### src/rtl/spi_sample_transmitter.sv
// spi_sample_transmitter: SPI master that frames 16-bit frequency/amplitude words for the sample link.
// Define SPI_TX_DEDUP_EN to drop a word equal to the last one sent of its type.
module spi_sample_transmitter #(
  parameter int CLK_DIV    = 25,
  parameter int GAP_CYCLES = 50
) (
  input  logic        CLK_50Mhz,
  input  logic        reset_n,
  input  logic        freq_valid,
  input  logic [12:0] freq_data,
  output logic        freq_ready,
  input  logic        amp_valid,
  input  logic [7:0]  amp_data,
  output logic        amp_ready,
  output logic        busy,
  output logic        frame_done,
  output logic        output_SPI_SCLK,
  output logic        output_SPI_CS_n,
  output logic        output_SPI_SDO
);
  localparam int CMAX = (2 * CLK_DIV > GAP_CYCLES) ? 2 * CLK_DIV : GAP_CYCLES;
  localparam int CW = $clog2(CMAX + 1);
  localparam logic [CW-1:0] HALF     = CW'(CLK_DIV);
  localparam logic [CW-1:0] PER_LAST = CW'(2 * CLK_DIV - 1);
  localparam logic [CW-1:0] GAP_LAST = CW'(GAP_CYCLES - 1);

  typedef enum logic [2:0] {IDLE, LEAD, SHIFT, COMMIT, GAP} state_t;

  state_t      state_q, state_d;
  logic [CW-1:0] cnt_q, cnt_d;
  logic [3:0]  bit_q, bit_d;
  logic [15:0] word_q, word_d;
  logic [12:0] freq_q, freq_d;
  logic [7:0]  amp_q, amp_d;
  logic        freq_pend_q, freq_pend_d;
  logic        amp_pend_q, amp_pend_d;
  logic        last_amp_q, last_amp_d;
  logic        sclk_q, sclk_d;
  logic        cs_n_q, cs_n_d;
  logic        sdo_q, sdo_d;
  logic        done_q, done_d;
  logic        pick_amp, try_launch, launch, drop, wrap, freq_acc, amp_acc;

  assign freq_ready      = !freq_pend_q;
  assign amp_ready       = !amp_pend_q;
  assign busy            = state_q != IDLE;
  assign frame_done      = done_q;
  assign output_SPI_SCLK = sclk_q;
  assign output_SPI_CS_n = cs_n_q;
  assign output_SPI_SDO  = sdo_q;

  // With both pending, alternate away from the type sent last.
  assign pick_amp   = amp_pend_q && (!freq_pend_q || !last_amp_q);
  assign try_launch = state_q == IDLE && (freq_pend_q || amp_pend_q);
  assign launch     = try_launch && !drop;
  assign freq_acc   = freq_valid && !freq_pend_q;
  assign amp_acc    = amp_valid && !amp_pend_q;

`ifdef SPI_TX_DEDUP_EN
  logic [12:0] freq_sent_q;
  logic [7:0]  amp_sent_q;
  logic        freq_sent_vld_q, amp_sent_vld_q;

  assign drop = pick_amp ? (amp_sent_vld_q && amp_sent_q == amp_q)
                         : (freq_sent_vld_q && freq_sent_q == freq_q);

  always_ff @(posedge CLK_50Mhz or negedge reset_n) begin
    if (!reset_n) begin
      freq_sent_q     <= '0;
      amp_sent_q      <= '0;
      freq_sent_vld_q <= 1'b0;
      amp_sent_vld_q  <= 1'b0;
    end else if (launch) begin
      if (pick_amp) begin
        amp_sent_q     <= amp_q;
        amp_sent_vld_q <= 1'b1;
      end else begin
        freq_sent_q     <= freq_q;
        freq_sent_vld_q <= 1'b1;
      end
    end
  end
`else
  assign drop = 1'b0;
`endif

  always_comb begin
    freq_pend_d = freq_acc || (freq_pend_q && !(try_launch && !pick_amp));
    amp_pend_d  = amp_acc || (amp_pend_q && !(try_launch && pick_amp));
    freq_d      = freq_acc ? freq_data : freq_q;
    amp_d       = amp_acc ? amp_data : amp_q;
    last_amp_d  = launch ? pick_amp : last_amp_q;
    word_d      = launch ? (pick_amp ? {3'b001, 5'b0, amp_q} : {3'b000, freq_q}) : word_q;
  end

  always_ff @(posedge CLK_50Mhz or negedge reset_n) begin
    if (!reset_n) begin
      state_q     <= IDLE;
      cnt_q       <= '0;
      bit_q       <= '0;
      word_q      <= '0;
      freq_q      <= '0;
      amp_q       <= '0;
      freq_pend_q <= 1'b0;
      amp_pend_q  <= 1'b0;
      last_amp_q  <= 1'b1;
      sclk_q      <= 1'b0;
      cs_n_q      <= 1'b1;
      sdo_q       <= 1'b0;
      done_q      <= 1'b0;
    end else begin
      state_q     <= state_d;
      cnt_q       <= cnt_d;
      bit_q       <= bit_d;
      word_q      <= word_d;
      freq_q      <= freq_d;
      amp_q       <= amp_d;
      freq_pend_q <= freq_pend_d;
      amp_pend_q  <= amp_pend_d;
      last_amp_q  <= last_amp_d;
      sclk_q      <= sclk_d;
      cs_n_q      <= cs_n_d;
      sdo_q       <= sdo_d;
      done_q      <= done_d;
    end
  end

  // The counter spans one SCLK period in the clocked states and the gap length in GAP.
  always_comb begin
    wrap    = state_q != GAP && cnt_q == PER_LAST;
    state_d = state_q;
    bit_d   = bit_q;
    unique case (state_q)
      IDLE:    if (launch) state_d = LEAD;
      LEAD:    if (wrap) begin
        state_d = SHIFT;
        bit_d   = '0;
      end
      SHIFT:   if (wrap) begin
        bit_d   = bit_q + 4'd1;
        state_d = bit_q == 4'd15 ? COMMIT : SHIFT;
      end
      COMMIT:  if (wrap) state_d = GAP;
      GAP:     if (cnt_q == GAP_LAST) state_d = IDLE;
      default: state_d = IDLE;
    endcase
    cnt_d = (state_q == IDLE || state_d != state_q || wrap) ? '0 : cnt_q + 1'b1;
  end

  // Outputs are registered from next-state so the pins are glitch-free and aligned with state_q.
  always_comb begin
    sclk_d = (state_d == LEAD || state_d == SHIFT || state_d == COMMIT) && cnt_d >= HALF;
    cs_n_d = !(state_d == SHIFT || state_d == COMMIT);
    sdo_d  = state_d == SHIFT && word_q[~bit_d];
    done_d = state_d == COMMIT && cnt_d == PER_LAST;
  end
endmodule

### config.mk
export PLATFORM = sky130hd
export DESIGN_NAME = spi_sample_transmitter
export DESIGN_NICKNAME = d
export VERILOG_FILES = /design/src/rtl/spi_sample_transmitter.sv
export SDC_FILE = /design/constraint.sdc
export NUM_CORES = 1
export LEC_CHECK = 0
export ABC_AREA = 1
export ABC_CLOCK_PERIOD_IN_PS = 5400
export BUFFER_PORTS_ARGS = -buffer_cell sky130_fd_sc_hd__buf_2
export CAP_MARGIN = 10
export CORE_UTILIZATION = 45
export CTS_BUF_LIST = sky130_fd_sc_hd__clkbuf_4
export CTS_CLUSTER_SIZE = 12
export DETAILED_ROUTE_END_ITERATION = 6
export PLACE_DENSITY_LB_ADDON = 0.15
export SYNTH_ARGS = -nofsm -noshare
export SYNTH_HDL_FRONTEND = slang
export SYNTH_SLANG_ARGS = --single-unit
### constraint.sdc
create_clock -name CLK_50Mhz -period 5.4 [get_ports CLK_50Mhz]
set_clock_uncertainty 0.1 [all_clocks]
set_input_delay 1.62 -clock CLK_50Mhz [delete_from_list [all_inputs] [get_ports CLK_50Mhz]]
set_output_delay 1.62 -clock CLK_50Mhz [all_outputs]
set_load 0.01 [all_outputs]
======== After elaboration in Yosys (flattened, before gate mapping) ========
Cells that the tools add are included.
storage, ports and cells
  register bits ........................... 57
  logic and storage cells ................. 74
cells by class
  reduce and logical (&&, ||, !) cells .... 30
  bitwise logic cells ..................... 1
  add/sub/neg operators ................... 2
  equality and inequality tests ........... 12
  order comparisons ....................... 2
  multiplexer cells ....................... 14
operators by type and width
  operator                                              count
  2-to-1 mux 3 bit                                      5
  one-hot mux 3 bit (5 select lines)                    1
  2-to-1 mux 14 bit                                     1
  equality test 3 x 2 -> 1 bit (second input constant)  4
  equality test 6 bit (second input constant)           2
  logical AND 1 bit                                     12
  logical OR 1 bit                                      9
  2-to-1 mux 4 bit                                      2
  one-hot mux 4 bit (2 select lines)                    1
  zero test 1 bit                                       7
  adder 6 x 1 -> 6 bit (second input constant)          1
  equality test 3 x 1 -> 1 bit (second input constant)  2
  >= comparator 6 x 5 -> 1 bit (second input constant)  1
  2-to-1 mux 6 bit                                      1
  < comparator 4 x 5 -> 1 bit (second input constant)   1
  adder 4 x 1 -> 4 bit (second input constant)          1
  binary-select mux 1 bit (select 4 bit)                1
  equality test 4 bit (second input constant)           1
  NOT 4 bit                                             1
  equality test 3 bit (second input constant)           1
  zero test 3 bit                                       1
  inequality test 3 bit                                 1
  inequality test 3 bit (second input constant)         1
  nonzero test 3 bit                                    1
  2-to-1 mux 1 bit                                      2

======== Depth between registers and ports, before layout ========
  depth after elaboration ................. 10
  depth in mapped cells ................... 16
  gate-level depth less buffers ........... 16

======== Least setup slack after synthesis ========
No wires, ideal clock.
  kind .................................... input -> register
  start point ............................. input port freq_valid
  end point ............................... register freq_q[10]
  cell stages on the path ................. 3
  buffers on the path ..................... 1
  data arrival time ....................... 2.380 ns
  setup slack ............................. 2.795 ns
  cell sequence ........................... nand2_1 > buf_1 > mux2_2
on the way
  cells in the longest elaborated chain, start to end .. 1
ends and longest elaborated chain
  element                 line  text
  start: declaration      9     input logic freq_valid,
  logical AND 1 bit       56    assign freq_acc = freq_valid && !freq_pend_q;
  end signal: assignment  116   freq_q <= freq_d;
  end: declaration        33    logic [12:0] freq_q, freq_d;
Every way passes these cells.
A chain may end at the register's enable or synchronous reset.

======== Worst setup path after layout ========
  start point ............................. register state_q[0]
  end point ............................... output port busy
on the way
  cells in the longest elaborated chain, start to end .. 1
ends and longest elaborated chain
  element                   line  text
  start: declaration        29    state_t state_q, state_d;
  start signal: assignment  112   state_q <= state_d;
  nonzero test 3 bit        46    assign busy = state_q != IDLE;
  end: declaration          15    output logic busy,
Every way passes these cells.

==> metrics.csv <==
metric,value,unit
Hold Crit Depth,2,
via count,1904,
ranking of synthesized cells by area,"dfrtp_1 (52%), nand2_1 (7.8%), mux2_2 (5.8%), nor2_1 (4.4%), inv_1 (4.3%)",
dpl ws,2.505,ns
Worst slew margin,51.79,%
Setup CP Type,reg -> out,
vias in the first global route,1828,
number of max-slew violations in the final report,0,
ys async rst share,100.0,%
max-cap violation count,0,
initial antenna violation count,0,
DR vias/cell,5.050,
Max Fclk,315.9,MHz
clock root buffer master,clkbuf_4,
CTS buffer count,5,
min Tclk post-route,3.166,ns
Mapped Avg Cell Area,9.389,um^2
largest net degree at the start of global routing,56,
Hold Crit Class,reg -> reg,
number of DRC markers in iteration 0,86,
GRT Total Usage,17.80,%
Power Density,237.0,nW/um^2
final setup margin,2.234,ns
GPL Wtd Cong,0.8415,
CP Data Arrival Time,1.45,ns
VDD IR max,0.1828,mV
post-synthesis sequential area ratio,54.39,%
first-pass GRT wire length,8280,um
Reg2Reg Setup Slack,2.89,ns
Synth Warn #,0,
Least-Margin Pin Slew,0.7214,ns
xor/xnor share of the synthesized area,1.382,%
FF-to-FF Start,cnt_q[1],
Layout Nets,335,
crit-path max FO,7,
half-perimeter wire length after detailed placement,3424,um
adder-cell share of the synthesized area,1.974,%
"Hold Vio Cnt, Final",0,
core footprint,5270,um^2
Routed wire per std cell,12.41,um
Yosys reg bits,55,
Site Rows,26,
setup TNS,0,ns
largest family of logic cells by synthesized area,simple AND/OR/NAND/NOR gates,
H-tree depth,2,
net count after synthesis,299,
Routed Wire Length,4677,um
Synth top area share,52.32,%
cell type with the largest total area after synthesis,dfrtp_1,
Synth top cells by count,"dfrtp_1 (53), nand2_1 (53), nor2_1 (30)",
FF-to-FF path depth,15,
Clock Path Buffers,2,
starting density of the core,48.10,%
First-pass DRT Iterations,4,
Post-CTS Setup Bufs,0,
clock insertion delay at the later pin of the skew report,0.38,ns
Netlist Area Pre-Place,2535,um^2
hold_buf cts,0,
Die ar.,5937,um^2
RSZ-0062 raised after global routing,no,
Cell variety after synth,30,
hold_sp,last_amp_q,
Post-route DRC,0,
CP Data Required Time,3.68,ns
Simple-Gate Fraction of Synth Area,22.11,%
ANT nets after route,0,
DIE HEIGHT,77.06,um
CTS sink count,55,
post-synthesis mux area share,5.775,%
IO buf count,31,
Critical Path Sink Type,primary output,
ANT cells,0,
PostCTS Resize Cnt,0,
Ports,32,
Die W,77.06,um
# setup viols final,0,
"EDFF count, synth",0,
Syn Inst Count,270,
global route overflow,0,
CTS tree,yes,
Synth Area in Compound Gates,8.983,%
Area Overhead vs Synth,11.75,%
RR Endpoint,output_SPI_SDO,
share of post-route cells with drive strength above 1,23.78,%
critical path startpoint category,flop,
period utilization,58.63,%
fill count,524,
"Reg clk slew, reported paths",0.16,ns
status,completed,
Leak,1.427,nW
Main synth FF type,dfrtp_1,
WHS Endpoint,last_amp_q,
worst max-delay path: stages (launching register included):
cell and delay, ns:
dfrtp_1 0.47, nor2_1 0.23, nand2_1 0.19, buf_2 0.19
logic make-up (layout without fill, tap and decap cells):
| family | Yosys count | after routing |
|---|---|---|
| AND/OR/NAND/NOR | 123 | 123 |
| flip-flops | 55 | 55 |
| buffers and inverters | 36 | 73 |
| AO/OA/AOI/OAI | 35 | 35 |
| multiplexers | 13 | 13 |
| adder cells (fa/ha/maj) | 4 | 4 |
| XOR/XNOR | 4 | 4 |
where the power goes:
| part | internal (mW) | leakage (nW) | switching, mW |
|---|---|---|---|
| registers | 0.434 | 0.667 | 0.0108 |
| clock network | 0.0529 | 0.0356 | 0.133 |
| logic | 0.0235 | 0.724 | 0.0172 |
registers in the layout, indices dropped and copies added, names as in the netlist:
signal,flops
output_SPI_SCLK,1
freq_pend_q,1
state_q,3
frame_done,1
output_SPI_CS_n,1
freq_q,13
last_amp_q,1
output_SPI_SDO,1
bit_q,4
amp_pend_q,1
word_q,14
cnt_q,6
amp_q,8
layout by cell type (no fill, tap or decap):
cell type	count
nand2_1	53
dfrtp_1	53
buf_2	31
nor2_1	30
inv_1	29
nand3_1	19
mux2_2	13
a21oi_1	12
o211ai_1	7
clkbuf_4	5
nand2_2	4
inv_2	4
xor2_1	4
o21ai_0	4
a22o_1	4
ha_1	4
nand4_1	3
nand3_2	3
nor2_2	3
nand3b_1	3
nor2_4	2
a21oi_2	2
o21ai_1	2
nor3_1	2
dfstp_2	2
o311ai_1	1
o41ai_1	1
and3_1	1
a31oi_1	1
o221ai_1	1
clkinv_2	1
inv_6	1
clkinv_4	1
buf_4	1
worst max-delay path by stage:
stage                     from          to  cells after the start
floorplan           freq_valid  freq_q[10]                      3
global placement    freq_valid   freq_q[8]                      3
detailed placement  freq_valid  freq_q[10]                      3
CTS                 state_q[0]        busy                      3
global route        state_q[0]        busy                      3
finish              state_q[0]        busy                      3
per-stage QoR:
| step | cell area [um^2] | utilization (%) | hold WS [ns] | cells | total power, mW |
|---|---|---|---|---|---|
| 5_1_grt | 2833 | 53.75 | 0.3883 | 377 | 0.7038 |
| 2_1_floorplan | 2535 | - | 0.3431 | 270 | 0.4719 |
| 6_report | 2833 | 53.75 | 0.3780 | 377 | 0.6714 |
| 3_5_place_dp | 2773 | 52.61 | 0.3601 | 369 | 0.4957 |
| 3_3_place_gp | 2773 | 52.61 | 0.3549 | 369 | 0.4932 |
| 4_1_cts | 2833 | 53.75 | 0.3779 | 377 | 0.6799 |
per-layer routing:
layer	up-vias	part of all wire (%)	global-route usage, %
met5	-	0	0
met4	0	1.2	5.849
met3	7	3.5	3.810
met2	40	45	27.23
met1	895	50	25.20
li1	962	-	-
layout make-up:
class	count	area, um^2	area share, %
clock inverters	3	22.52	0.7951
multi-input cells	179	1020	36.00
flip-flops and latches	55	1379	48.67
repair buffers	32	162.7	5.742
well taps	70	87.58	3.092
clock buffers	5	37.54	1.325
inverters	33	123.9	4.373
(Power assumes the default switching activity.)
